==> config.mk <==
export PLATFORM = sky130hd
export DESIGN_NAME = sprite_compositor
export DESIGN_NICKNAME = d
export VERILOG_FILES = /design/src/rtl/sprite_pkg.sv /design/src/rtl/sprite_rom.sv /design/src/rtl/sprite_compositor.sv
export SDC_FILE = /design/constraint.sdc
export NUM_CORES = 1
export LEC_CHECK = 0
export CORE_ASPECT_RATIO = 1.4
export CORE_UTILIZATION = 45
export DETAILED_ROUTE_END_ITERATION = 10
export DONT_BUFFER_PORTS = 1
export GPL_ROUTABILITY_DRIVEN = 0
export PLACE_DENSITY_LB_ADDON = 0.25
export SYNTH_ARGS = -nofsm -noshare
export SYNTH_HDL_FRONTEND = slang
export SYNTH_SLANG_ARGS = --single-unit
export TNS_END_PERCENT = 5
==> constraint.sdc <==
create_clock -name clk -period 5 [get_ports clk]
set_input_delay 0.75 -clock clk [delete_from_list [all_inputs] [get_ports clk]]
set_output_delay 0.75 -clock clk [all_outputs]
set_load 0.01 [all_outputs]
==> src/rtl/sprite_pkg.sv <==
// Shared definitions for the sprite compositor: direction codes, sprite IDs,
// default colours and the two 16x16 sprite bitmaps.
package sprite_pkg;

    localparam int SPRITE_W    = 16;
    localparam int NUM_SPRITES = 5;

    // One-hot pacman movement directions.
    typedef enum logic [3:0] {
        RIGHT = 4'b0001,
        UP    = 4'b0010,
        DOWN  = 4'b0100,
        LEFT  = 4'b1000
    } dir_e;

    // Sprite IDs, also the priority order (lower ID wins).
    typedef enum logic [2:0] {
        PACMAN = 3'd0,
        BLINKY = 3'd1,
        PINKY  = 3'd2,
        INKY   = 3'd3,
        CLYDE  = 3'd4
    } sprite_id_e;

    localparam logic [11:0] DEFAULT_PACMAN_RGB = 12'hFF0;
    localparam logic [11:0] DEFAULT_BLINKY_RGB = 12'hF00;
    localparam logic [11:0] DEFAULT_PINKY_RGB  = 12'hF8C;
    localparam logic [11:0] DEFAULT_INKY_RGB   = 12'h0FF;
    localparam logic [11:0] DEFAULT_CLYDE_RGB  = 12'hF80;

    // True when exactly one bit of the direction code is set.
    function automatic logic is_onehot4(input logic [3:0] d);
        return (d != 4'd0) && ((d & (d - 4'd1)) == 4'd0);
    endfunction

    // Pacman facing right; bit 15 is the leftmost column.
    function automatic logic [15:0] pacman_row(input logic [3:0] row);
        logic [15:0] bits;
        case (row)
            4'd0:  bits = 16'hFFF0;
            4'd1:  bits = 16'hFFF8;
            4'd2:  bits = 16'hFFFC;
            4'd3:  bits = 16'hFFFE;
            4'd4:  bits = 16'hFFF8;
            4'd5:  bits = 16'hFFE0;
            4'd6:  bits = 16'hFF80;
            4'd7:  bits = 16'hFE00;
            4'd8:  bits = 16'hFE00;
            4'd9:  bits = 16'hFF80;
            4'd10: bits = 16'hFFE0;
            4'd11: bits = 16'hFFF8;
            4'd12: bits = 16'hFFFE;
            4'd13: bits = 16'hFFFC;
            4'd14: bits = 16'hFFF8;
            default: bits = 16'h7FF0;
        endcase
        return bits;
    endfunction

    // Ghost body with eye holes and a ragged hem.
    function automatic logic [15:0] ghost_row(input logic [3:0] row);
        logic [15:0] bits;
        case (row)
            4'd0:  bits = 16'h07E0;
            4'd1:  bits = 16'h1FF8;
            4'd2:  bits = 16'h3FFC;
            4'd3:  bits = 16'h7FFE;
            4'd4:  bits = 16'h7FFE;
            4'd5:  bits = 16'hC3C3;
            4'd6:  bits = 16'hC3C3;
            4'd15: bits = 16'hE667;
            default: bits = 16'hFFFF;
        endcase
        return bits;
    endfunction

endpackage

==> src/rtl/sprite_rom.sv <==
// Synchronous single-port sprite bitmap ROM, one 16-bit row per address,
// one cycle read latency. SHAPE selects the bitmap: 0 = pacman, 1 = ghost.
module sprite_rom #(
    parameter int SHAPE = 0
) (
    input  logic        clk,
    input  logic [3:0]  addr,
    output logic [15:0] data
);
    import sprite_pkg::*;

    // Registered row read.
    always_ff @(posedge clk) begin
        data <= (SHAPE == 0) ? pacman_row(addr) : ghost_row(addr);
    end

endmodule

==> src/rtl/sprite_compositor.sv <==
// Sprite compositor: latches sprite positions once per frame, hit-tests each
// scanned pixel against five 16x16 boxes, looks up bitmaps and outputs the
// highest-priority opaque colour (or the background) two cycles later.
// Optional feature macro: SPRITE_DEATH_BLINK_EN (blink pacman while dead).
module sprite_compositor #(
    parameter int          SPRITE_W   = 16,
    parameter logic [11:0] PACMAN_RGB = 12'hFF0,
    parameter logic [11:0] BLINKY_RGB = 12'hF00,
    parameter logic [11:0] PINKY_RGB  = 12'hF8C,
    parameter logic [11:0] INKY_RGB   = 12'h0FF,
    parameter logic [11:0] CLYDE_RGB  = 12'hF80
) (
    input  logic        clk,
    input  logic        rst,
    input  logic        frame_start,
    input  logic [10:0] pixel_x,
    input  logic [9:0]  pixel_y,
    input  logic        video_active,
    input  logic [11:0] bg_rgb,
    input  logic [10:0] pacman_pos_x,
    input  logic [10:0] blinky_pos_x,
    input  logic [10:0] pinky_pos_x,
    input  logic [10:0] inky_pos_x,
    input  logic [10:0] clyde_pos_x,
    input  logic [9:0]  pacman_pos_y,
    input  logic [9:0]  blinky_pos_y,
    input  logic [9:0]  pinky_pos_y,
    input  logic [9:0]  inky_pos_y,
    input  logic [9:0]  clyde_pos_y,
    input  logic        pacman_is_dead,
    input  logic [3:0]  pacman_moving_dir,
    output logic [11:0] rgb_out,
    output logic        rgb_valid
);
    import sprite_pkg::*;

    localparam int N = NUM_SPRITES;

    // Flatten the per-sprite ports into arrays indexed by sprite ID.
    logic [10:0] pos_x      [N];
    logic [9:0]  pos_y      [N];
    logic [11:0] sprite_rgb [N];

    assign pos_x[PACMAN] = pacman_pos_x;
    assign pos_x[BLINKY] = blinky_pos_x;
    assign pos_x[PINKY]  = pinky_pos_x;
    assign pos_x[INKY]   = inky_pos_x;
    assign pos_x[CLYDE]  = clyde_pos_x;
    assign pos_y[PACMAN] = pacman_pos_y;
    assign pos_y[BLINKY] = blinky_pos_y;
    assign pos_y[PINKY]  = pinky_pos_y;
    assign pos_y[INKY]   = inky_pos_y;
    assign pos_y[CLYDE]  = clyde_pos_y;
    assign sprite_rgb[PACMAN] = PACMAN_RGB;
    assign sprite_rgb[BLINKY] = BLINKY_RGB;
    assign sprite_rgb[PINKY]  = PINKY_RGB;
    assign sprite_rgb[INKY]   = INKY_RGB;
    assign sprite_rgb[CLYDE]  = CLYDE_RGB;

    // Per-frame shadow copies; rendering only ever looks at these.
    logic [10:0] sh_x [N];
    logic [9:0]  sh_y [N];
    logic [3:0]  sh_dir;
    logic        sh_dead;

    // Capture all sprite state on frame_start; ignore malformed directions.
    always_ff @(posedge clk) begin
        if (rst) begin
            for (int s = 0; s < N; s++) begin
                sh_x[s] <= '0;
                sh_y[s] <= '0;
            end
            sh_dir  <= RIGHT;
            sh_dead <= 1'b0;
        end else if (frame_start) begin
            for (int s = 0; s < N; s++) begin
                sh_x[s] <= pos_x[s];
                sh_y[s] <= pos_y[s];
            end
            sh_dead <= pacman_is_dead;
            if (is_onehot4(pacman_moving_dir)) begin
                sh_dir <= pacman_moving_dir;
            end
        end
    end

    logic pacman_hidden;

`ifdef SPRITE_DEATH_BLINK_EN
    logic [4:0] blink_cnt;

    // Count dead frames (saturating); any live frame restarts the count.
    always_ff @(posedge clk) begin
        if (rst) begin
            blink_cnt <= '0;
        end else if (frame_start) begin
            if (!pacman_is_dead) begin
                blink_cnt <= '0;
            end else if (blink_cnt != 5'd31) begin
                blink_cnt <= blink_cnt + 5'd1;
            end
        end
    end

    assign pacman_hidden = sh_dead & blink_cnt[3];
`else
    logic unused_dead;
    assign unused_dead   = sh_dead;
    assign pacman_hidden = 1'b0;
`endif

    // Stage 0: hit test and bitmap addressing from the shadow positions.
    logic [11:0] dx       [N];
    logic [10:0] dy       [N];
    logic [3:0]  row_addr [N];
    logic [3:0]  col_idx  [N];
    logic [4:0]  hit;

    // Box test per sprite; the subtraction MSB is the borrow, so nothing wraps.
    always_comb begin
        hit = '0;
        for (int s = 0; s < N; s++) begin
            dx[s]       = {1'b0, pixel_x} - {1'b0, sh_x[s]};
            dy[s]       = {1'b0, pixel_y} - {1'b0, sh_y[s]};
            hit[s]      = !dx[s][11] && !dy[s][10] &&
                          (dx[s][10:0] < 11'(SPRITE_W)) &&
                          (dy[s][9:0] < 10'(SPRITE_W));
            row_addr[s] = dy[s][3:0];
            col_idx[s]  = dx[s][3:0];
        end
        if (pacman_hidden) begin
            hit[PACMAN] = 1'b0;
        end
        // Rotate/mirror the pacman lookup; ~v on 4 bits is 15 - v.
        case (sh_dir)
            LEFT: col_idx[PACMAN] = ~dx[PACMAN][3:0];
            UP: begin
                row_addr[PACMAN] = ~dx[PACMAN][3:0];
                col_idx[PACMAN]  = dy[PACMAN][3:0];
            end
            DOWN: begin
                row_addr[PACMAN] = dx[PACMAN][3:0];
                col_idx[PACMAN]  = dy[PACMAN][3:0];
            end
            default: ;
        endcase
    end

    // Stage 1 registers, aligned with the ROM read data.
    logic [4:0]  s1_hit;
    logic [3:0]  s1_col [N];
    logic [11:0] s1_bg;
    logic        s1_active;

    // Pipeline stage 1; reset flushes hits and the active flag.
    always_ff @(posedge clk) begin
        if (rst) begin
            s1_hit    <= '0;
            s1_bg     <= '0;
            s1_active <= 1'b0;
            for (int s = 0; s < N; s++) begin
                s1_col[s] <= '0;
            end
        end else begin
            s1_hit    <= hit;
            s1_bg     <= bg_rgb;
            s1_active <= video_active;
            for (int s = 0; s < N; s++) begin
                s1_col[s] <= col_idx[s];
            end
        end
    end

    logic [15:0] rom_data [N];

    for (genvar s = 0; s < N; s++) begin : g_rom
        sprite_rom #(
            .SHAPE((s == 0) ? 0 : 1)
        ) u_rom (
            .clk  (clk),
            .addr (row_addr[s]),
            .data (rom_data[s])
        );
    end

    // Stage 2: bit select and priority; the loop runs low-priority first so
    // the lowest sprite ID overwrites last.
    logic [4:0]  opaque;
    logic [11:0] pix;

    // Pick the winning colour among opaque sprite pixels.
    always_comb begin
        opaque = '0;
        pix    = s1_bg;
        for (int s = 0; s < N; s++) begin
            opaque[s] = s1_hit[s] & rom_data[s][~s1_col[s]];
        end
        for (int s = N - 1; s >= 0; s--) begin
            if (opaque[s]) begin
                pix = sprite_rgb[s];
            end
        end
    end

    // Output register with blanking outside the visible area.
    always_ff @(posedge clk) begin
        if (rst) begin
            rgb_out   <= '0;
            rgb_valid <= 1'b0;
        end else begin
            rgb_valid <= s1_active;
            rgb_out   <= s1_active ? pix : 12'h000;
        end
    end

endmodule
==> reports/metrics.yaml <==
synth:
  syn_inst: 1273
  synth-edff-count: 105
  synth_area_leaders: "edfxtp_1, dfxtp_1, ha_1, and2_1, inv_1"
  synthFlopType: "edfxtp_1"
  synth_cell_types: 73
  yosysMostFrequentCell: "inv_1"
  ys_top_cells_by_count: "inv_1, ha_1, and2_1"
  yosys_warnings: 0
  synth_area_leader_cell: "edfxtp_1"
  synth_nets: 1547
  postSynthAreaPerCell_um2: 9.54
  syn_area_um2: 12200
  ys_ff_latch: 191
  yosysTopAreaCellShare_pct: 25.9
  ys_async_sr_fraction_pct: 0
  seq_area_frac_synth_pct: 40.1
route:
  wl_per_cell_um: 17.5
  postRouteAntennaNets: 0
  first_pass_iters: 5
  route.detailed.drc: 0
  drt_iter0_markers: 373
  drt_wl_total_um: 28700
  vias: 8980
  viasPerCell: 5.46
setup_path:
  path_delay_family: "compound AO/OA/AOI/OAI gates"
  crit_path_frequent_cell: "inv_1"
  start_kind: "input pin"
  crit_type: "in -> reg"
  slowest_stage: "a221oi_1"
  crit_chain: "inv_1, ha_1, fa_1, xnor2_1, o31ai_1, a221oi_1, inv_1, and2_1, a22o_1"
  worst-path-buf-inv: 2
  path_max_fanout: 9
  worst_setup_path_end_kind: "register"
  cp_data_arrival_time_ps: 3380
  crit_required_ps: 5330
  critPathMaxStageDelay_ps: 850
global_route:
  grt_max_degree: 101
  grt_pass1_vias: 8774
  antenna_found_initial: 0
  grt_overflow: 0
  grt_pass1_wl_um: 45000
  gr-usage-all-layers_pct: 21.5
floorplan:
  initial_utilization_pct: 46.1
  die_area_um2: 27700
  rows: 70
  die_w_um: 141
  coreArea_um2: 26400
  die_h_um: 196
  io_pins: 160
clock_tree:
  cts.path.max_buffers: 2
  cts_buffers: 17
  cts_resized: 0
  insertion_delay_ps: 440
  clk_pin_slew_ps: 70
  clockRootBuffer: "clkbuf_16"
  tritoncts: "yes"
  cts.sinks: 191
  cts_hold_buffers: 0
  h-tree-depth: 4
  cts_setup_buffers: 0
timing:
  hold_viol: 0
  worst_pin_slew_ps: 997
  fin_crit_sh_pct: 61.1
  fmax_ghz: 0.328
  maxSlewViolCount: 0
  rsz0062_at_grt: "no"
  setup_tns_ps: 0
  period_needed_ps: 3050
  setup_viol_count_final: 0
  relSlewSlack_pct: 33.6
  fin_skew_ps: 9.91
placed_design:
  hpwl_um: 22900
  postPlaceCellArea_um2: 12500
  port_buffers: 0
power:
  vdd_drop_max_v: 0.000249
  p_per_area_nw_per_um2: 332
  p_leak_nw: 5.41
flow_run:
  max_cap_violations: 0
final_layout:
  area_growth_pct: 8.02
  nets: 1546
  num_antenna_cells: 0
  utilization_pct: 49.8
  fillCellCount: 2459
  drive_gt1_share_pct: 4.75
  final_area_um2: 13100
worst_hold_path:
  hold_path.class: "in -> reg"
outcome:
  outcome: "finished clean"
-- report_power, final --
group          switching, W  internal [W]  leakage [nW]  total, W
clock network      0.000667      0.000665         0.285   0.00133
logic              0.000623      0.000497          3.29   0.00112
registers         0.0000855       0.00182          1.84   0.00191
total               0.00138       0.00298          5.41   0.00436
-- cell families (layout without fill, tap and decap cells) --
| kind of cell | Yosys count | in the layout | share of synthesized area, % |
|---|---|---|---|
| adders and majority gates | 127 | 127 | 13.7 |
| muxes | 31 | 31 | 3.78 |
| buffers and inverters | 165 | 177 | 5.10 |
| DFF | 191 | 191 | 40.1 |
| AOI/OAI and AO/OA | 284 | 284 | 15.1 |
| and+or+nand+nor | 433 | 433 | 19.2 |
| xor gates and xnor gates | 42 | 42 | 3.03 |
-- layer usage --
metal	share of wire (%)	GRT usage, %	vias up
li1	-	-	4521
met1	38	22.5	4171
met2	53	40.9	226
met3	4.3	3.77	62
met4	4.5	11.1	0
met5	0	0	-
-- per-stage QoR --
stage               hold WS, ps  setup WS [ps]  instances  total power, W
detailed placement          439           1490       1613         0.00305
global route                354           1720       1645         0.00461
finish                      374           1950       1645         0.00436
floorplan                   424           1940       1273         0.00280
CTS                         359           1950       1645         0.00439
global placement            435           1540       1613         0.00303
-- path summary, 6_finish.rpt --
kind	cells after the start	from	slack, ps	endpoint
min	1	rst	370	s1_bg[6]
max reg2reg	9	sh_y[0][0]	2000	g_rom[0].u_rom.data[1]
min reg2reg	2	s1_bg[1]	450	rgb_out[1]
max	9	pixel_x[0]	1950	g_rom[0].u_rom.data[1]
-- final cells by class --
| class | count | area [um^2] | area share [%] |
|---|---|---|---|
| multi-input cells | 917 | 6670 | 50.8 |
| flip-flops and latches | 191 | 4870 | 37.1 |
| inverters | 142 | 533 | 4.06 |
| well taps | 360 | 450 | 3.43 |
| clock buffers | 17 | 425 | 3.24 |
| clock inverters | 15 | 153 | 1.16 |
| repair buffers | 3 | 22.5 | 0.172 |
-- sequential cells by signal, indices dropped and copies added (netlist names) --
name / flops
s1_active: 1
s1_col: 20
rgb_out: 12
sh_dir: 4
s1_bg: 12
sh_y: 50
g_rom.u_rom.data: 31
s1_hit: 5
rgb_valid: 1
sh_x: 55
-- cells in the final DEF (no fill, tap or decap), drive strengths merged, types with 19 or more instances in the layout --
cell	Yosys	final
inv	142	149
and2	112	112
nand2	55	55
o21ai	66	66
nor3	30	30
a21oi	75	75
edfxtp	105	105
nor2b	38	38
xnor2	26	26
ha	117	117
nor2	87	87
a21o	19	19
o21a	20	20
nand2b	31	31
dfxtp	86	86
Power figures use the tool's default switching activity.
